==> src/rtl/dmem_arbiter.sv <==
// dmem_arbiter
//   Shares a single-port data memory (registered read, q valid one cycle
//   after the address) between the core MEM stage and an external master.
//   The core has priority. A starvation counter hands one grant to the
//   external master after MAX_BURST consecutive core wins while ext_req waits.
//
// Ports
//   clock, reset                  : rising-edge clock, async active-low reset
//   core_req/we/addr/wdata        : core request, held until core_gnt
//   core_gnt, core_stall          : core accepted / core blocked this cycle
//   core_rvalid, core_rdata       : core read return, data held between strobes
//   ext_req/we/addr/wdata         : external request, same semantics as core
//   ext_gnt                       : external accepted this cycle
//   ext_rvalid, ext_rdata         : external read return, data held between strobes
//   mem_address/data/wren         : drive to data memory
//   mem_q                         : registered read data from data memory
module dmem_arbiter #(
  parameter int ADDR_WIDTH = 9,
  parameter int DATA_WIDTH = 32,
  parameter int MAX_BURST  = 4
) (
  input  logic                  clock,
  input  logic                  reset,
  input  logic                  core_req,
  input  logic                  core_we,
  input  logic [ADDR_WIDTH-1:0] core_addr,
  input  logic [DATA_WIDTH-1:0] core_wdata,
  output logic                  core_gnt,
  output logic                  core_stall,
  output logic                  core_rvalid,
  output logic [DATA_WIDTH-1:0] core_rdata,
  input  logic                  ext_req,
  input  logic                  ext_we,
  input  logic [ADDR_WIDTH-1:0] ext_addr,
  input  logic [DATA_WIDTH-1:0] ext_wdata,
  output logic                  ext_gnt,
  output logic                  ext_rvalid,
  output logic [DATA_WIDTH-1:0] ext_rdata,
  output logic [ADDR_WIDTH-1:0] mem_address,
  output logic [DATA_WIDTH-1:0] mem_data,
  output logic                  mem_wren,
  input  logic [DATA_WIDTH-1:0] mem_q
);

  localparam logic [3:0] MaxBurst = 4'(MAX_BURST);

  logic                  core_req_v;
  logic                  ext_req_v;
  logic                  ext_win;
  logic [3:0]            starve_cnt_q, starve_cnt_d;
  logic                  rd_pend_q, rd_pend_d;
  logic                  rd_owner_q, rd_owner_d;
  logic [DATA_WIDTH-1:0] core_rdata_q, ext_rdata_q;

  // Requests are masked while reset is held so that every output, including
  // the combinational grants and memory drive, reads zero during reset.
  always_comb begin
    core_req_v   = core_req & reset;
    ext_req_v    = ext_req & reset;
    ext_win      = ext_req_v & (~core_req_v | (starve_cnt_q == MaxBurst));
    core_gnt     = core_req_v & ~ext_win;
    ext_gnt      = ext_win;
    core_stall   = core_req_v & ~core_gnt;

    mem_address  = '0;
    mem_data     = '0;
    mem_wren     = 1'b0;
    if (core_gnt) begin
      mem_address = core_addr;
      mem_data    = core_wdata;
      mem_wren    = core_we;
    end else if (ext_gnt) begin
      mem_address = ext_addr;
      mem_data    = ext_wdata;
      mem_wren    = ext_we;
    end

    // Counter tracks core wins while ext is waiting; it saturates, and at
    // MaxBurst ext always wins, which clears it on the next edge.
    starve_cnt_d = starve_cnt_q;
    if (ext_gnt || !ext_req_v) begin
      starve_cnt_d = '0;
    end else if (core_gnt && (starve_cnt_q != MaxBurst)) begin
      starve_cnt_d = starve_cnt_q + 4'd1;
    end

    // Rewritten every cycle so back-to-back reads return on consecutive cycles.
    rd_pend_d  = (core_gnt & ~core_we) | (ext_gnt & ~ext_we);
    rd_owner_d = ext_gnt;
  end

  // Return data passes mem_q straight through in the strobe cycle and the
  // capture register holds it afterwards.
  always_comb begin
    core_rvalid = rd_pend_q & ~rd_owner_q;
    ext_rvalid  = rd_pend_q & rd_owner_q;
    core_rdata  = core_rvalid ? mem_q : core_rdata_q;
    ext_rdata   = ext_rvalid ? mem_q : ext_rdata_q;
  end

  always_ff @(posedge clock or negedge reset) begin
    if (!reset) begin
      starve_cnt_q <= '0;
      rd_pend_q    <= 1'b0;
      rd_owner_q   <= 1'b0;
      core_rdata_q <= '0;
      ext_rdata_q  <= '0;
    end else begin
      starve_cnt_q <= starve_cnt_d;
      rd_pend_q    <= rd_pend_d;
      rd_owner_q   <= rd_owner_d;
      if (core_rvalid) core_rdata_q <= mem_q;
      if (ext_rvalid)  ext_rdata_q  <= mem_q;
    end
  end

endmodule
==> config.mk <==
export PLATFORM = sky130hd
export DESIGN_NAME = dmem_arbiter
export DESIGN_NICKNAME = d
export VERILOG_FILES = /design/src/rtl/dmem_arbiter.sv
export SDC_FILE = /design/constraint.sdc
export NUM_CORES = 1
export LEC_CHECK = 0
export ABC_AREA = 1
export BUFFER_PORTS_ARGS = -buffer_cell sky130_fd_sc_hd__buf_2
export CAP_MARGIN = 30
export CORE_MARGIN = 2
export CORE_UTILIZATION = 35
export CTS_CLUSTER_DIAMETER = 100
export DETAILED_ROUTE_END_ITERATION = 16
export HOLD_SLACK_MARGIN = 0.03
export PLACE_DENSITY_LB_ADDON = 0.12
export SLEW_MARGIN = 15
export SYNTH_ARGS = -nofsm -noshare
export SYNTH_HDL_FRONTEND = slang
export SYNTH_SLANG_ARGS = --single-unit
==> constraint.sdc <==
create_clock -name clock -period 1.8 [get_ports clock]
set_input_delay 0.27 -clock clock [delete_from_list [all_inputs] [get_ports clock]]
set_output_delay 0.27 -clock clock [all_outputs]
set_load 0.005 [all_outputs]
# After elaboration in Yosys (flattened, before gate mapping)
# Cells that the tools add are included.
# Widths: inputs -> output; s select.
# op_classes
magnitude_cmp	0
n_eq_ne	2
n_mul	0
n_reduce_logical	4
n_bitwise	17
add_sub_neg	1
n_div	0
muxes	10
shift	0
# ops
cell	n
$mux 32	4
$mux 9	2
$and 1x1->1	9
$mux 4	2
$not 1->1	6
$add 4x1->4 const B	1
$eq 4x3->1 const B	1
$ne 4x3->1 const B	1
$mux 1	2
$or 1x1->1	2
$reduce_bool 2->1	1
$logic_and 1x1->1	1
$logic_not 1->1	1
$logic_or 1x1->1	1
# word_totals
memories	0
latchBits	0
ramBits	0
out_inout_bits	111
rom_bits	0
register_bits	70
in_bits	120

# Depth between registers and ports, before layout
# Gate-level depths: netlist of run 1.
# depth
ltp_word	9
mapped_depth	8

# Worst setup path after synthesis of run 1
# OpenSTA, ideal clock, no wires.
# synth_path
kind	reg2out
startpoint	register starve_cnt_q[0]
endpoint	output mem_address[0]
t_arrival_ns	1.136
required_time_ns	1.530
path_slack_ns	0.394
path_buffers	1
path_stages_with_launch	9
cell_sequence	dfrtp_1 inv_1 ha_1 nand3_2 nand2_4 nand2_4 buf_6 nand3_1 nand2_1
# synth_via
elab_chain_len	6
# synth_rtl
item	line	text
start, declared	50	logic [3:0] starve_cnt_q, starve_cnt_d;
start signal, assigned	109	starve_cnt_q <= starve_cnt_d;
$eq 4x3->1 *	60	ext_win = ext_req_v & (~core_req_v | (starve_cnt_q == MaxBurst));
$or 1x1->1 *	60	
$and 1x1->1 *	60	
$not 1->1	61	core_gnt = core_req_v & ~ext_win;
$and 1x1->1	61	
$mux 9 *	68	if (core_gnt) begin
end, declared	39	output logic [ADDR_WIDTH-1:0] mem_address,
# Mark *: on every way between the ends. The rest lies on a longest branch, timed or not.

# Final worst setup path of run 1
# layout_path
startpoint	register starve_cnt_q[1]
endpoint	output mem_data[12]
# layout_via
elab_chain_len	6
# layout_rtl
item	line	text
$eq 4x3->1 *	60	
$or 1x1->1 *	60	
$and 1x1->1 *	60	
$not 1->1	61	
$and 1x1->1	61	
$mux 32 *	68	
end, declared	40	output logic [DATA_WIDTH-1:0] mem_data,
# Marked as above.

==> metrics.md, run 1 <==
| Metric | Value |
|---|---|
| Clock Pin Slew Worst Setup and Hold Paths | 0.07 ns |
| Pleak | 3.52 nW |
| Startpoint Class | flip-flop |
| Worst slew pin tran | 0.516 ns |
| Count leader, synth | nand2_1 |
| CP max stage cell | dfrtp_1 |
| Violated checks | setup timing |
| Clock Skews | 0.00552 ns |
| EDFF count, synth | 0 |
| Core Box Area | 0.00973 mm² |
| GRT overflow | 0 |
| CTS tree | built |
| Post-synthesis async set-or-reset flop share | 100% |
| Detailed Route Iter0 Violations | 230 |
| Max frequency | 492 MHz |
| Hold Crit Class | in2reg |
| Number of I/O port buffers | 230 |
| Area growth from synthesis to layout | 86.5% |
| Placed instance count | 763 |
| Die area | 0.0108 mm² |
| IO Count | 231 |
| Std cell rows | 36 |
| Netlist cell types | 22 |
| Status | finished, violations left |
| Worst setup EP type | primary output |
| First-pass GRT wire length | 18900 µm |
| Worst hold path cell count | 4 |
| Routed WL | 13800 µm |
| Drt wl/cell | 16.6 µm |
| Synthesized area per cell | 8.33 µm² |
| WP data required | 1.53 ns |
| Post-synthesis sequential area ratio | 50.2% |
| Design Power | 5.35 mW |
| FF-to-FF path depth | 6 |
| PD cells | 822 mW/mm² |
| Vias in the first global route | 3799 |
| Final hold viol count | 0 |
| Cell Area, Synth | 0.00349 mm² |
| Initial antenna violation count | 0 |
| Initial Util | 35.9% |
| Share of cells above drive strength 1 | 62.8% |
| Post-route clock period utilization | 113% |
| Max-Cap Viols | 0 |
| Mapped Cells | 419 |
| Seq cells post-synth | 70 |
| HPWL Detailed | 7830 µm |
| Critical path peak fanout | 11 |
| Filler cell count | 818 |
| Final Instance Count excl. Fillers | 827 |
| Clk Latency, worst-skew pair | 0.33 ns |
| Ys flop type | dfrtp_1 |
| Final Slew Violations | 0 |
| Drt pass-1 iters | 4 |
| Yosys warns | 0 |
| Final WS setup | -0.231 ns |
| TritonCTS Buffers | 9 |
| Avg Vias per Cell | 4.83 |
| WP data arrival | 1.76 ns |
| H-tree depth | 3 |
| Die X | 104 µm |
| Final setup viols | 77 |
| Diode count | 0 |
| Area leader, netlist | dfrtp_1 |
| Overall routing resource usage | 21.8% |
| CP Class | reg2out |
| VDD IR max | 0.000427 V |
| Minimum clock period | 2.03 ns |
| Num Clock Sinks | 70 |
| Worst slew margin | 65.6% |
| DR DRC count | 0 |
| Worst path max stage delay | 0.39 ns |
| RSZ-0062 raised after global routing | true |
| Synthesized Nets | 541 |
| Via Count | 3992 |
| RePlAce Congestion | 0.827 |
| Largest cells by area after synthesis | dfrtp_1, nand3_1, nand2_1, o21ai_2, o21ai_0 |
| Clk buf depth | 2 |
| Share of the synthesized area in the top cell type | 50.2% |
| NumNets Final | 811 |
| Critical path, cell by cell | inv_1, ha_2, nand3_4, nand2_8, buf_12, nand2_4, nand3_1, nand2_1, buf_2 |
| Die Y | 104 µm |
| Number of routed nets with antenna violations | 0 |
| Largest net degree at the start of global routing | 44 |
| Root buffer cell | clkbuf_8 |
| Top cells by count, synth | nand2_1, nand3_1, dfrtp_1, inv_1, o21ai_0 |
==> critical path: cells and delay by family, from the launching register on <==
kind / cells / cell delay (ns)
buffers and inverters: 3 / 0.32
adders and majority gates: 1 / 0.19
and+or+nand+nor: 5 / 0.55
DFF: 1 / 0.39
==> cell families (layout without fill, tap and decap cells) <==
kind of cell               count (synthesis)  count (layout)  synth area share [%]
AOI/OAI and AO/OA                         64              64                  11.7
buffers and inverters                     73             343                  10.6
DFF                                       70              70                  50.2
xor gates and xnor gates                   2               2                 0.502
adders and majority gates                  2               2                 0.717
and+or+nand+nor                          208             213                  26.3
==> layout make-up <==
| class | instances | area [µm²] | area share, % |
|---|---|---|---|
| multi-input combinational | 281 | 2170 | 33.3 |
| timing repair buffer | 284 | 2070 | 31.8 |
| sequential | 70 | 1750 | 26.9 |
| inverter | 43 | 174 | 2.67 |
| tap | 133 | 166 | 2.56 |
| clock buffer | 11 | 141 | 2.17 |
| clock inverter | 5 | 33.8 | 0.519 |
==> sequential cells by signal, indices dropped and copies added (netlist names) <==
register,count
ext_rdata_q,32
starve_cnt_q,4
rd_pend_q,1
core_rdata_q,32
rd_owner_q,1
==> metal layers <==
metal | track usage, % | wire (µm)
met2 | 39.1 | 7310
met3 | 5.10 | 854
met4 | 6.66 | 244
met5 | 0 | 0
met1 | 25.9 | 5360
==> cells in the final DEF (no fill, tap or decap), drive strengths merged <==
master       instances
or2                  2
dlygate4sd3          1
nand2              118
xnor2                1
clkinvlp             2
dfrtp               70
ha                   2
nand3               87
inv                 42
xor2                 1
clkbuf              19
clkinv               4
buf                275
o21ai               64
nor2                 6
==> repair_timing <==
item / 4_1_cts / 5_1_grt
hold buffers: 1 / 0
pin swaps: 9 / 19
buffers inserted: 11 / 15
setup endpoints to repair: 77 / 110
hold endpoints to repair: 41 / 0
resized for setup: 100 / 120
cloned: 10 / 11
==> per-stage QoR <==
stage | utilization, % | setup slack, ns | setup TNS (ns) | hold WS [ns] | instance area, µm²
6_report | 66.9 | -0.231 | -10.69 | 0.233 | 6510
3_5_place_dp | 48.7 | 0.0108 | 0 | 0.390 | 4740
2_1_floorplan | - | 0.394 | 0 | -0.0256 | 3490
4_1_cts | 58.7 | -0.179 | -8.70 | 0.176 | 5710
5_1_grt | 66.9 | -0.317 | -17.91 | 0.221 | 6510
3_3_place_gp | 48.7 | 0.0703 | 0 | 0.379 | 4740
==> power breakdown <==
part / switching, mW / internal [mW] / total (mW)
logic: 1.04 / 1.08 / 2.12
registers: 0.184 / 1.92 / 2.10
clock network: 0.588 / 0.538 / 1.13
==> path summary, 6_finish.rpt <==
path | start | endpoint | slack, ns
min in group asynchronous | reset | core_rdata_q[2] | 0.62
max in group asynchronous | reset | core_rdata_q[23] | 0.86
max reg2reg | rd_owner_q | core_rdata_q[19] | 0.38
max | starve_cnt_q[1] | mem_data[12] | -0.23
min | ext_we | rd_pend_q | 0.23
min reg2reg | ext_rdata_q[5] | ext_rdata_q[5] | 0.47
(Power assumes the default switching activity.)
==> inputs of run 2 (changes only) <==
Settings changed: CORE_MARGIN 2 to 3, REMOVE_ABC_BUFFERS set to 1.
==> run 2 against run 1 <==
Against the previous run:
- the flow still finishes with violations (setup timing)
- first-iteration DRC count down 22%
- power up 2.6%
- sequential share of layout area up 0.18 points
- non-clock buffer count up 10
- via count up 1.1%
- hold slack worse by 0.075 ns
- cell area down 0.65%
- maximum frequency up 4.2%
- critical path type unchanged
==> metrics.md, run 2 (synthesis results as in run 1) <==
| Metric | Value |
|---|---|
| Status | finished, violations left |
| Violated checks | setup timing |
| Startpoint Class | flip-flop |
| Setup Total Neg Slack | -7.58 ns |
| RR Startpoint | rd_pend_q |
| Share of cells above drive strength 1 | 65.4% |
| Die X | 106 µm |
| Core Box Area | 0.00946 mm² |
| GRT overflow | 0 |
| Most common cell after layout, fill and taps aside | buf_2 |
| Die area | 0.0112 mm² |
| Final setup viols | 84 |
| Detailed Route Iter0 Violations | 179 |
| NumNets Final | 817 |
| Buf/Inv on CP | 4 |
| Final Slew Violations | 0 |
| Post-Place Worst Slack | 0.0919 ns |
| WP data arrival | 1.68 ns |
| VDD IR max | 0.000378 V |
| DR DRC count | 0 |
| Num Clock Sinks | 70 |
| Crit path from | starve_cnt_q[0] |
| Vias in the first global route | 4063 |
| Final WS setup | -0.150 ns |
| R2r endpoint | core_rdata_q[18] |
| Die Y | 106 µm |
| Largest net degree at the start of global routing | 53 |
| CP Class | reg2out |
| R2R setup slack | 0.33 ns |
| Drt wl/cell | 16.9 µm |
| Via Count | 4037 |
| WP data required | 1.53 ns |
| Crit path max-delay family | buffers and inverters |
| HPWL Detailed | 8310 µm |
| Initial Util | 36.9% |
| Max-Cap Viols | 0 |
| Root buffer cell | clkbuf_8 |
| Routed WL | 14000 µm |
| Worst path max stage delay | 0.39 ns |
| Critical path, cell by cell | inv_1, ha_2, nand3_2, nand2_4, buf_6, buf_6, nand3_2, nand2_1, buf_2 |
| Hold Crit Class | in2async |
| Number of routed nets with antenna violations | 0 |
| CP max stage cell | dfrtp_1 |
| RePlAce Congestion | 0.894 |
| Number of I/O port buffers | 230 |
| Worst path depth | 9 |
| Worst setup EP type | primary output |
| CTS tree | built |
| Design Power | 5.49 mW |
| Post-route clock period utilization | 108% |
| TritonCTS Buffers | 9 |
| Pleak | 3.54 nW |
| Clock Pin Slew Worst Setup and Hold Paths | 0.08 ns |
| Worst slew pin tran | 0.671 ns |
| Leading registers by flop count | core_rdata_q (32), ext_rdata_q (32), starve_cnt_q (4) |
| Commonest cells after routing, fill and taps aside | buf_2, dfrtp_1, nand3_1 |
| RSZ-0062 raised after global routing | true |
| PD cells | 849 mW/mm² |
| Overall routing resource usage | 22.7% |
| FF-to-FF path depth | 8 |
| Worst slew margin | 55.3% |
| Clk buf depth | 2 |
| First-pass GRT wire length | 20200 µm |
| Drt pass-1 iters | 4 |
| Max frequency | 513 MHz |
| Diode count | 0 |
| Critical path peak fanout | 5 |
| Clk Latency, worst-skew pair | 0.35 ns |
| Clock Skews | 0.0127 ns |
| IO Count | 231 |
| Area growth from synthesis to layout | 85.3% |
| Avg Vias per Cell | 4.87 |
| Minimum clock period | 1.95 ns |
| Final core utilization | 68.3% |
| Filler cell count | 763 |
| H-tree depth | 3 |
| Final hold viol count | 0 |
| Initial antenna violation count | 0 |
| Std cell rows | 35 |
[run 2: changes by cell type in the layout (fill, tap and decap cells not counted), sizes merged]
cell,before,now
clkinvlp,2,1
nand2,118,114
bufinv,0,1
clkinv,4,5
buf,275,286
clkbuf,19,17
[run 2: power breakdown]
part / leakage [nW] / switching [mW] / internal (mW)
logic: 2.58 / 1.03 / 1.08
clock network: 0.0964 / 0.611 / 0.638
registers: 0.861 / 0.204 / 1.92
[run 2: layout make-up]
class	instances	area [µm²]	area share [%]
sequential	70	1750	27.1
clock inverter	6	61.3	0.949
multi-input combinational	277	2140	33.2
inverter	43	171	2.65
tap	129	161	2.50
timing repair buffer	294	2050	31.7
clock buffer	10	128	1.97
[run 2: how the worst max path moves through the flow]
stage / end
CTS: core_gnt
floorplan: core_rdata[0]
global route: mem_wren
finish: mem_address[4]
global placement: mem_data[5]
detailed placement: mem_data[28]
[run 2: timing repair]
action                                  in CTS  in global routing
pin swaps                                   11                 29
hold endpoints to repair                    18                  0
buffers inserted                            18                 18
gates resized for setup                     87                159
hold buffers                                 1                  0
endpoints found under the setup margin      87                110
cloned                                      12                  8
[run 2: metal layers]
metal  global-route usage (%)  share of wire [%]  routed length, µm  up-vias
li1                         -                  -                  -     1915
met1                     25.9                 38               5270     1939
met2                     41.3                 54               7600      157
met3                     5.21                5.7                803       26
met4                     8.23                2.5                356        0
met5                        0                  0                  0        -
[run 2: through the flow]
step | hold slack (ns) | cells | cell area, µm²
6_report | 0.158 | 829 | 6460
2_1_floorplan | -0.0256 | 389 | 3280
3_5_place_dp | 0.118 | 762 | 4750
5_1_grt | 0.206 | 829 | 6460
4_1_cts | 0.170 | 809 | 5690
3_3_place_gp | 0.110 | 762 | 4750
